**src/rtl/rvecc_pkg.sv**
```systemverilog
// Shared types and SECDED helpers for the ECC scrub controller and its decoder.
// Latency: n/a (package, combinational helper functions only).
// Backpressure: n/a.
//
// Word format is {ecc[6:0], data[31:0]}. ecc[5:0] is a Hamming code over the
// data bits placed at the non-power-of-two codeword positions 3,5,6,7,9,...,38.
// ecc[6] makes the overall parity of the 39-bit word even.
package rvecc_pkg;

    localparam int DATA_W = 32;
    localparam int ECC_W  = 7;
    localparam int WORD_W = DATA_W + ECC_W;

    typedef struct packed {
        logic [ECC_W-1:0]  ecc;
        logic [DATA_W-1:0] data;
    } ecc_word_t;

    typedef enum logic [1:0] {
        IDLE   = 2'd0,
        RD_REQ = 2'd1,
        CHK    = 2'd2,
        WB_REQ = 2'd3
    } scrub_state_e;

    // Hamming codeword position of data bit idx (skips powers of two).
    function automatic logic [5:0] ham_pos(input int idx);
        logic [5:0] pos;
        int         n;
        pos = '0;
        n   = 0;
        for (int p = 3; p < 39; p++) begin
            if ((p & (p - 1)) != 0) begin
                if (n == idx) pos = 6'(p);
                n++;
            end
        end
        return pos;
    endfunction

    // XOR of the codeword positions of all set data bits.
    function automatic logic [5:0] ham_syndrome(input logic [DATA_W-1:0] data);
        logic [5:0] s;
        s = '0;
        for (int j = 0; j < DATA_W; j++) begin
            if (data[j]) s = s ^ ham_pos(j);
        end
        return s;
    endfunction

    function automatic logic [ECC_W-1:0] ecc_encode(input logic [DATA_W-1:0] data);
        logic [5:0] s;
        s = ham_syndrome(data);
        return {(^data) ^ (^s), s};
    endfunction

endpackage

```
**src/rtl/rvecc_decode.sv**
```systemverilog
// SECDED (39,32) decoder: flags single/double errors and returns corrected data.
// Latency: combinational, zero cycles.
// Backpressure: none; outputs follow inputs every cycle.
//
// Ports: en gates the error flags; sed_ded=1 selects detect-only mode (any
// error reported as double, no correction); din/ecc_in is the raw word;
// dout/ecc_out is the corrected word with freshly computed check bits.
module rvecc_decode
    import rvecc_pkg::*;
(
    input  logic              en,
    input  logic              sed_ded,
    input  logic [DATA_W-1:0] din,
    input  logic [ECC_W-1:0]  ecc_in,
    output logic [DATA_W-1:0] dout,
    output logic [ECC_W-1:0]  ecc_out,
    output logic              single_err,
    output logic              double_err
);

    logic [5:0]        syn;
    logic              parity;
    logic [DATA_W-1:0] fixed;

    always_comb begin
        syn    = ham_syndrome(din) ^ ecc_in[5:0];
        parity = ^{ecc_in, din};
        fixed  = din;
        // A syndrome that names a check-bit position (or zero) leaves data alone.
        for (int j = 0; j < DATA_W; j++) begin
            if (ham_pos(j) == syn) fixed[j] = ~din[j];
        end

        single_err = 1'b0;
        double_err = 1'b0;
        dout       = din;
        if (en) begin
            if (sed_ded) begin
                double_err = (syn != 6'd0) || parity;
            end else begin
                // Odd overall parity: one flipped bit, correctable.
                // Even parity with nonzero syndrome: two flipped bits.
                single_err = parity;
                double_err = !parity && (syn != 6'd0);
                if (parity) dout = fixed;
            end
        end
        // Recomputing the check bits also repairs an error in ecc itself.
        ecc_out = ecc_encode(dout);
    end

endmodule

```
**src/rtl/rvecc_scrub_ctrl.sv**
```systemverilog
// Background ECC scrubber and single-port SRAM arbiter (functional port vs scrub engine).
// Latency: functional grant combinational, read data the cycle after the grant.
// Backpressure: func_ready low only when the scrubber takes the port; scrubber yields at most MAX_DEFER cycles.
//
// Ports: func_* is the functional requester (valid/ready, 1-cycle read return);
// mem_* drives the SRAM macro (1-cycle read latency); sec_cnt/ded_cnt/ded_addr
// log scrub results; pass_done pulses after the last address is retired.
module rvecc_scrub_ctrl
    import rvecc_pkg::*;
#(
    parameter int AW        = 10,
    parameter int DEPTH     = 1024,
    parameter int INTERVAL  = 256,
    parameter int MAX_DEFER = 8,
    parameter int CNT_W     = 16
) (
    input  logic              clk,
    input  logic              rst,
    input  logic              scrub_en,
    input  logic              cnt_clr,
    input  logic              func_valid,
    input  logic              func_we,
    input  logic [AW-1:0]     func_addr,
    input  logic [WORD_W-1:0] func_wdata,
    output logic              func_ready,
    output logic              func_rvalid,
    output logic [WORD_W-1:0] func_rdata,
    output logic              mem_en,
    output logic              mem_we,
    output logic [AW-1:0]     mem_addr,
    output logic [WORD_W-1:0] mem_wdata,
    input  logic [WORD_W-1:0] mem_rdata,
    output logic [CNT_W-1:0]  sec_cnt,
    output logic [CNT_W-1:0]  ded_cnt,
    output logic [AW-1:0]     ded_addr,
    output logic              pass_done
);

    localparam int IW = (INTERVAL > 1) ? $clog2(INTERVAL) : 1;
    localparam int DW = (MAX_DEFER > 0) ? $clog2(MAX_DEFER + 1) : 1;
    localparam logic [IW-1:0] INT_RELOAD = IW'(INTERVAL - 1);
    localparam logic [DW-1:0] DEFER_MAX  = DW'(MAX_DEFER);
    localparam logic [AW-1:0] LAST_ADDR  = AW'(DEPTH - 1);

    scrub_state_e      state, state_nxt;
    logic [AW-1:0]     scrub_addr;
    logic [IW-1:0]     int_cnt;
    logic [DW-1:0]     defer_cnt;
    logic              conflict;
    ecc_word_t         corr_word;

    ecc_word_t         rd_word;
    logic [DATA_W-1:0] dec_data;
    logic [ECC_W-1:0]  dec_ecc;
    logic              dec_single;
    logic              dec_double;

    logic scrub_req, scrub_take, func_grant, func_wr_hit;
    logic advance, sec_inc, ded_hit, corr_load;
    logic defer_inc, defer_clr, int_dec, int_reload;

    assign rd_word = mem_rdata;

    rvecc_decode u_decode (
        .en         (state == CHK),
        .sed_ded    (1'b0),
        .din        (rd_word.data),
        .ecc_in     (rd_word.ecc),
        .dout       (dec_data),
        .ecc_out    (dec_ecc),
        .single_err (dec_single),
        .double_err (dec_double)
    );

    // A pending writeback that was overtaken by a functional write needs no port.
    assign scrub_req   = (state == RD_REQ) || ((state == WB_REQ) && !conflict);
    assign scrub_take  = scrub_req && (!func_valid || (defer_cnt == DEFER_MAX));
    assign func_grant  = func_valid && !scrub_take;
    assign func_wr_hit = func_grant && func_we && (func_addr == scrub_addr);
    assign func_rdata  = func_rvalid ? mem_rdata : '0;

    always_comb begin
        state_nxt  = state;
        advance    = 1'b0;
        sec_inc    = 1'b0;
        ded_hit    = 1'b0;
        corr_load  = 1'b0;
        defer_inc  = 1'b0;
        defer_clr  = 1'b0;
        int_dec    = 1'b0;
        int_reload = 1'b0;
        func_ready = func_grant;
        mem_en     = 1'b0;
        mem_we     = 1'b0;
        mem_addr   = '0;
        mem_wdata  = '0;

        if (scrub_take) begin
            mem_en    = 1'b1;
            mem_we    = (state == WB_REQ);
            mem_addr  = scrub_addr;
            mem_wdata = (state == WB_REQ) ? corr_word : '0;
        end else if (func_grant) begin
            mem_en    = 1'b1;
            mem_we    = func_we;
            mem_addr  = func_addr;
            mem_wdata = func_wdata;
        end

        case (state)
            IDLE: begin
                defer_clr = 1'b1;
                if (scrub_en) begin
                    if (int_cnt == '0) begin
                        int_reload = 1'b1;
                        state_nxt  = RD_REQ;
                    end else begin
                        int_dec = 1'b1;
                    end
                end
            end
            RD_REQ: begin
                if (scrub_take) begin
                    defer_clr = 1'b1;
                    state_nxt = CHK;
                end else begin
                    defer_inc = 1'b1;
                end
            end
            CHK: begin
                if (dec_single) begin
                    corr_load = 1'b1;
                    sec_inc   = 1'b1;
                    state_nxt = WB_REQ;
                end else begin
                    ded_hit   = dec_double;
                    advance   = 1'b1;
                    state_nxt = IDLE;
                end
            end
            WB_REQ: begin
                if (conflict || scrub_take) begin
                    defer_clr = 1'b1;
                    advance   = 1'b1;
                    state_nxt = IDLE;
                end else begin
                    defer_inc = 1'b1;
                end
            end
            default: state_nxt = IDLE;
        endcase
    end

    always_ff @(posedge clk) begin
        if (rst) begin
            state       <= IDLE;
            scrub_addr  <= '0;
            int_cnt     <= INT_RELOAD;
            defer_cnt   <= '0;
            conflict    <= 1'b0;
            corr_word   <= '0;
            sec_cnt     <= '0;
            ded_cnt     <= '0;
            ded_addr    <= '0;
            pass_done   <= 1'b0;
            func_rvalid <= 1'b0;
        end else begin
            state       <= state_nxt;
            func_rvalid <= func_grant && !func_we;
            pass_done   <= advance && (scrub_addr == LAST_ADDR);

            if (int_reload) begin
                int_cnt <= INT_RELOAD;
            end else if (int_dec) begin
                int_cnt <= int_cnt - IW'(1);
            end

            if (defer_clr) begin
                defer_cnt <= '0;
            end else if (defer_inc && (defer_cnt != DEFER_MAX)) begin
                defer_cnt <= defer_cnt + DW'(1);
            end

            // Newer functional data to the word under repair cancels the writeback.
            if (state_nxt == IDLE) begin
                conflict <= 1'b0;
            end else if (func_wr_hit && ((state == CHK) || (state == WB_REQ))) begin
                conflict <= 1'b1;
            end

            if (advance) begin
                scrub_addr <= (scrub_addr == LAST_ADDR) ? '0 : scrub_addr + AW'(1);
            end

            if (corr_load) begin
                corr_word <= {dec_ecc, dec_data};
            end

            if (cnt_clr) begin
                sec_cnt <= '0;
            end else if (sec_inc && (sec_cnt != '1)) begin
                sec_cnt <= sec_cnt + CNT_W'(1);
            end

            if (cnt_clr) begin
                ded_cnt <= '0;
            end else if (ded_hit && (ded_cnt != '1)) begin
                ded_cnt <= ded_cnt + CNT_W'(1);
            end

            if (ded_hit) begin
                ded_addr <= scrub_addr;
            end
        end
    end

endmodule

```
**config.mk**
```make
export PLATFORM = sky130hd
export DESIGN_NAME = rvecc_scrub_ctrl
export DESIGN_NICKNAME = d
export VERILOG_FILES = /design/src/rtl/rvecc_pkg.sv /design/src/rtl/rvecc_decode.sv /design/src/rtl/rvecc_scrub_ctrl.sv
export SDC_FILE = /design/constraint.sdc
export NUM_CORES = 1
export LEC_CHECK = 0
export BUFFER_PORTS_ARGS = -buffer_cell sky130_fd_sc_hd__buf_4
export CORE_MARGIN = 2
export CORE_UTILIZATION = 48
export DETAILED_ROUTE_END_ITERATION = 8
export PLACE_DENSITY = 0.82
export SYNTH_ARGS = -nofsm -noshare
export SYNTH_HDL_FRONTEND = slang
export SYNTH_SLANG_ARGS = --single-unit
export TNS_END_PERCENT = 50
```
**constraint.sdc**
```tcl
create_clock -name clk -period 5.4 [get_ports clk]
set_clock_uncertainty 0.15 [all_clocks]
set_input_delay 1.08 -clock clk [delete_from_list [all_inputs] [get_ports clk]]
set_output_delay 1.08 -clock clk [all_outputs]
set_load 0.03 [all_outputs]
```
== After elaboration in Yosys (flattened, before gate mapping) ==
Index checks and enable logic that the tools add are counted.

* Register bits: 108
* Bits in latches: 0
* Bits in writable memories: 0
* ROM bits: 0
* Input port bits: 94
* Output and inout bits: 135
* Memories kept: 0

* Add/sub/neg operators: 1925
* Multipliers: 0
* Divide/modulo/power cells: 0
* Order comparisons: 0
* Eq/ne operators: 1963
* Shifts and indexed selects: 0
* Muxes and demuxes: 4164
* Bitwise operators: 96
* Reduce and logical (&&, ||, !) cells: 94

{| class="wikitable"
|+ Operators by type and width
! cell !! count
|-
| 32-bit two-way mux || 1986
|-
| 32-bit by 2-bit adder with 32-bit output, second input constant || 1920
|-
| 32-bit by 6-bit == test with 1-bit output, second input constant || 992
|-
| 32-bit by 5-bit == test with 1-bit output, second input constant || 496
|-
| 32-bit by 4-bit == test with 1-bit output, second input constant || 248
|-
| 6-bit two-way mux || 1050
|-
| 32-bit by 3-bit == test with 1-bit output, second input constant || 124
|-
| 5-bit two-way mux || 600
|-
| 32-bit by 2-bit == test with 1-bit output, second input constant || 62
|-
| 32-bit zero test || 62
|-
| 4-bit two-way mux || 301
|-
| 3-bit two-way mux || 159
|-
| 6-bit bitwise XOR || 63
|-
| 39-bit two-way mux || 4
|-
| 5-bit by 6-bit == test with 1-bit output, first input constant || 15
|-
| 1-bit two-way mux || 52
|-
| 4-bit by 6-bit == test with 1-bit output, first input constant || 7
|-
| 39-bit parity || 1
|-
| 6-bit == test, first input constant || 6
|-
| 16-bit by 1-bit adder with 16-bit output, second input constant || 2
|-
| 16-bit != test, second input constant || 2
|-
| 1-bit NOT || 32
|-
| 32-bit parity || 1
|-
| 10-bit two-way mux || 3
|-
| 24 further kinds || 54
|}

== Logic depth before layout (Yosys ltp) ==
* Depth after elaboration: 259
* Mapped depth: 16
* Mapped depth without buffers: 14

== Cells and area by module ==
From an unflattened synthesis, not the netlist that was laid out.

* Cells, all modules: 916
* Area, all modules: 7633.6 µm²

{| class="wikitable"
|+ Modules (own cells, without submodules)
! module !! times used !! cells an instance !! area an instance (µm²) !! sequential area each (µm²)
|-
| rvecc_scrub_ctrl || 1 || 680 || 5411.4 || 2162.1
|-
| rvecc_decode || 1 || 236 || 2222.1 || 0.0
|}

== Worst setup path after synthesis ==
No wires, ideal clock.

* Path type: input port to flip-flop
* Start: in mem_rdata[21]
* End: reg corr_word[38] in the netlist's numbering
* Library setup time: 0.125 ns
* Data arrival time: 4.974 ns
* Data required time: 5.125 ns
* Path slack: 0.150 ns
* Cell stages on the path: 16
* Cells stage by stage: buf_2 -> xor2_1 -> xnor3_2 -> xnor2_4 -> xnor2_1 -> and2_2 -> clkbuf_1 -> and3_1 -> xor3_2 -> xnor3_1 -> xnor2_2 -> xnor3_1 -> xnor2_1 -> xnor3_1 -> mux2i_1 -> nor2_1

* Cells in the longest elaborated chain, start to end: 91
* Elaborated cells between the ends (all ways): 159

{| class="wikitable"
|+ RTL lines
! what !! line !! RTL
|-
| start: declaration || rvecc_scrub_ctrl.sv:32 || <nowiki>input logic [WORD_W-1:0] mem_rdata,</nowiki>
|-
| 6-bit two-way mux || -- ||
|-
| 6-bit bitwise XOR || -- ||
|-
| 6-bit two-way mux || -- ||
|-
| 6-bit bitwise XOR || -- ||
|-
| 6-bit two-way mux || -- ||
|-
| 6-bit bitwise XOR || -- ||
|-
| 6-bit two-way mux || -- ||
|-
| 6-bit bitwise XOR || -- ||
|-
| (+75 left out) || -- ||
|-
| 6-bit bitwise XOR || -- ||
|-
| 6-bit two-way mux || -- ||
|-
| 6-bit bitwise XOR || -- ||
|-
| 6-bit two-way mux || -- ||
|-
| 6-bit bitwise XOR || -- ||
|-
| 6-bit two-way mux || -- ||
|-
| 6-bit parity || -- ||
|-
| 1-bit bitwise XOR || -- ||
|-
| end signal: assignment || rvecc_scrub_ctrl.sv:196 || <nowiki>corr_word <= {dec_ecc, dec_data};</nowiki>
|-
| end: declaration || rvecc_scrub_ctrl.sv:50 || <nowiki>ecc_word_t corr_word;</nowiki>
|}

Several ways; a longest one is shown, not always the timed one.
A chain may end at the register's enable or synchronous reset.

== Final worst setup path ==
* Start: in mem_rdata[5]
* End: reg corr_word[38] in the netlist's numbering

* Cells in the longest elaborated chain, start to end: 123
* Elaborated cells between the ends (all ways): 191

{| class="wikitable"
|+ RTL lines
! what
|-
| 6-bit two-way mux
|-
| 6-bit bitwise XOR
|-
| 6-bit two-way mux
|-
| 6-bit bitwise XOR
|-
| 6-bit two-way mux
|-
| 6-bit bitwise XOR
|-
| 6-bit two-way mux
|-
| 6-bit bitwise XOR
|-
| (+107 left out)
|-
| 6-bit bitwise XOR
|-
| 6-bit two-way mux
|-
| 6-bit bitwise XOR
|-
| 6-bit two-way mux
|-
| 6-bit bitwise XOR
|-
| 6-bit two-way mux
|-
| 6-bit parity
|-
| 1-bit bitwise XOR
|}

Several ways; a longest one is shown, not always the timed one.

==> flow_summary.toml <==
[pwr]
power.switching_w = 0.001112
p_int_w = 0.001968
p_comb_share_pct = 53.4
pwr-share-clk_pct = 20.5
power.leakage_nw = 4.158
p_sw_share_pct = 36.10
seqPwrFrac_pct = 26.0
ir_drop_uv = 238.0
powerDensity_mw_per_mm2 = 304.8

[worst_setup_path]
critPathCaptureType = "register"
crit_type = "input pin to register"
cp_slowest_cell = "xnor3_1"
slowest_delay_ns = 0.49
rr_worst_depth = 13
cp.arrival_ns = 5.20
start_kind = "input pin"
path_cells = "buf_4 > xor3_2 > xnor3_1 > xnor3_2 > xnor2_4 > buf_4 > xnor2_1 > nor4_1 > xnor2_1 > xnor3_1 > xor2_1 > xnor3_2 > xnor2_1 > xnor3_1 > mux2i_1 > nor2_1"
critPathRequiredTime_ns = 5.46
path_max_fanout = 4

[route]
avgRoutedWirePerCell_um = 16.61
via_per_inst = 5.330
drtPass1Iterations = 5
num_vias = 7196
drtIter0Drc = 537
ant_nets = 0
drc = 0
routed_wl_mm = 22.43

[yosys]
synth_edf_count = 0
synth_area_mm2 = 0.007591
async_flop_share_pct = 0
yosysWarnings = 0
synth_cells = 888
avgSynthCellArea_um2 = 8.548
synth_nets = 989
synth_seq_cells = 108
synth.distinct_cells = 60
synth_ff_type = "dfxtp_1"
ys_seq_area_share_pct = 28.48

[layout]
drive_gt1_share_pct = 30.03
nNetsFinal = 1235
stdcell_area_mm2 = 0.01010
antenna_cells = 0
syn_to_final_growth_pct = 33.08

[place]
dpl-instance-area_mm2 = 0.009802
hpwl_mm = 17.55
io_buffers = 228
place_congestion = 1.009

[grt]
overflow = 0
first_global_vias = 6721
track_usage_pct = 25.91
grt_max_degree = 72
antenna_found_initial = 0
grt_pass1_wl_mm = 34.30

[floorplan]
die_h_um = 129.8
initial_core_util_pct = 49.57
num_rows = 45
ioPinCount = 229
core_area_mm2 = 0.01531
die-area_mm2 = 0.01684
die_x_um = 129.8

[timing]
finalSetupViolations = 0
fmax_ghz = 0.1943
worstMarginPinSlew_ns = 0.9274
timing.hold.ws_ns = 0.3444
setup_tns_ns = 0
slew_headroom_pct = 38.09
maxSlewViolCount = 0
period_minus_slack_ns = 5.146
final_hold_viol_count = 0
period_share_pct = 95.29

[clocking]
cts_tree = "yes"
insertion_delay_ns = 0.34
holdBufCountCts = 0
root_buffer = "clkbuf_16"
numClockSinks = 108
path_clk_slew_ns = 0.07
h-tree-depth = 3
clock_path_buffers = 2
cts_buffers = 9
postCtsSetupBuffers = 0

[hold_path]
hold_class = "register to register"
whs_path_depth = 2

[outcome]
outcome = "finished, final reports clean"

[flow_run]
drv_cap = 0
[layout make-up]
| class | count | area, um^2 |
|---|---|---|
| fillers | 1350 | 5213 |
| clock buffers | 12 | 256.5 |
| flip-flops and latches | 108 | 2162 |
| repair buffers | 298 | 2250 |
| inverters | 12 | 45.04 |
| multi-input cells | 705 | 5092 |
| clock inverters | 4 | 32.53 |
| well taps | 211 | 264.0 |
[synth_stat cells, types with 2 or more instances]
cell	n	area, um^2
o21ai_0	24	120.1
or2b_1	2	15.01
dfxtp_1	108	2162
and2_2	2	15.01
nor4_1	4	25.02
xnor2_2	2	32.53
a211oi_1	36	270.3
xnor3_1	14	315.3
nand2_1	70	262.8
nor2_1	113	424.2
buf_2	6	30.03
nand3_1	24	120.1
buf_1	2	7.510
mux2i_1	19	190.2
and3_1	11	68.82
nor3_1	11	55.05
and2_1	47	294.0
nor4b_1	2	17.52
inv_1	12	45.04
clkbuf_1	46	172.7
and4_1	2	17.52
ha_1	7	87.58
a21oi_1	19	95.09
xor2_1	63	551.8
xnor2_4	3	82.58
nor2b_1	7	43.79
nand2b_1	4	25.02
buf_4	2	15.01
clkbuf_8	3	41.29
nor3b_1	2	15.01
or2_2	2	12.51
xnor3_2	3	71.32
or3_1	12	75.07
nand4_1	20	125.1
buf_6	3	33.78
xor3_2	3	75.07
xnor2_1	117	1025
a22o_1	39	341.6
[placed cells by master, fill, tap and decap left out, types with 14 or more instances in the layout]
master	count
buf_4	297
xnor2_1	117
nor2_1	113
dfxtp_1	108
nand2_1	70
xor2_1	62
and2_1	47
a22o_1	39
a211oi_1	36
o21ai_0	24
nand3_1	24
nand4_1	20
a21oi_1	19
mux2i_1	18
xnor3_1	14
[layer usage]
metal,track usage (%),wire [um]
met1,34.58,9780
met2,44.26,10530
met3,3.731,1647
met4,6.705,473
met5,0,0
[state kept, by name (all words and copies together) (netlist names), 2 cells and up]
name / flops
ded_cnt: 16
scrub_addr: 10
ded_addr: 10
corr_word: 39
int_cnt: 8
defer_cnt: 4
state: 2
sec_cnt: 16
[critical path: cells and delay by family]
kind / cells / cell delay [ns]
multiplexers: 1 / 0.14
XOR/XNOR: 11 / 3.28
AND/OR/NAND/NOR: 2 / 0.44
buffers and inverters: 2 / 0.26
[what timing repair did]
action,in CTS,in global routing
setup endpoints to repair,0,1
hold endpoints to repair,0,0
resized for setup,0,2
[final timing paths]
path	start	slack, ns	endpoint
max	mem_rdata[5]	0.25	corr_word[38]$_SDFFE_PP0P_
min	ded_addr[5]$_SDFFE_PP0P_	0.34	ded_addr[5]$_SDFFE_PP0P_
max reg2reg	state[1]$_SDFF_PP0_	1.55	corr_word[38]$_SDFFE_PP0P_
min reg2reg	ded_addr[5]$_SDFFE_PP0P_	0.34	ded_addr[5]$_SDFFE_PP0P_
[power groups by stage]
| stage | Sequential (W) | Combinational, W | Clock (W) |
|---|---|---|---|
| 3_3_place_gp | 0.000820 | 0.00159 | 0 |
| 6_report | 0.000801 | 0.00165 | 0.000633 |
| 2_1_floorplan | 0.000818 | 0.000975 | 0 |
| 3_5_place_dp | 0.000820 | 0.00161 | 0 |
| 4_1_cts | 0.000801 | 0.00162 | 0.000646 |
| 5_1_grt | 0.000801 | 0.00174 | 0.000673 |
[per-stage QoR]
| stage | setup WS, ns | util, % | std cells | total power [W] |
|---|---|---|---|---|
| after floorplan | 0.1503 | - | 888 | 0.001792 |
| after global placement | 0.006583 | 64.00 | 1334 | 0.002413 |
| after detailed placement | -0.09686 | 64.00 | 1334 | 0.002434 |
| after CTS | 0.2359 | 65.89 | 1350 | 0.003064 |
| after global routing | -0.02809 | 65.96 | 1350 | 0.003214 |
| final | 0.2545 | 65.96 | 1350 | 0.003079 |
[kinds of logic (layout without fill, tap and decap cells)]
group                      count (synthesis)  after routing  share of synthesized area [%]
adders and majority gates                  7              7                          1.154
buffers and inverters                     75            326                          4.681
and+or+nand+nor                          343            343                          22.15
xor gates and xnor gates                 206            206                          28.58
DFF                                      108            108                          28.48
AOI/OAI and AO/OA                        128            128                          12.10
muxes                                     21             21                          2.851
Power figures use the tool's default switching activity.
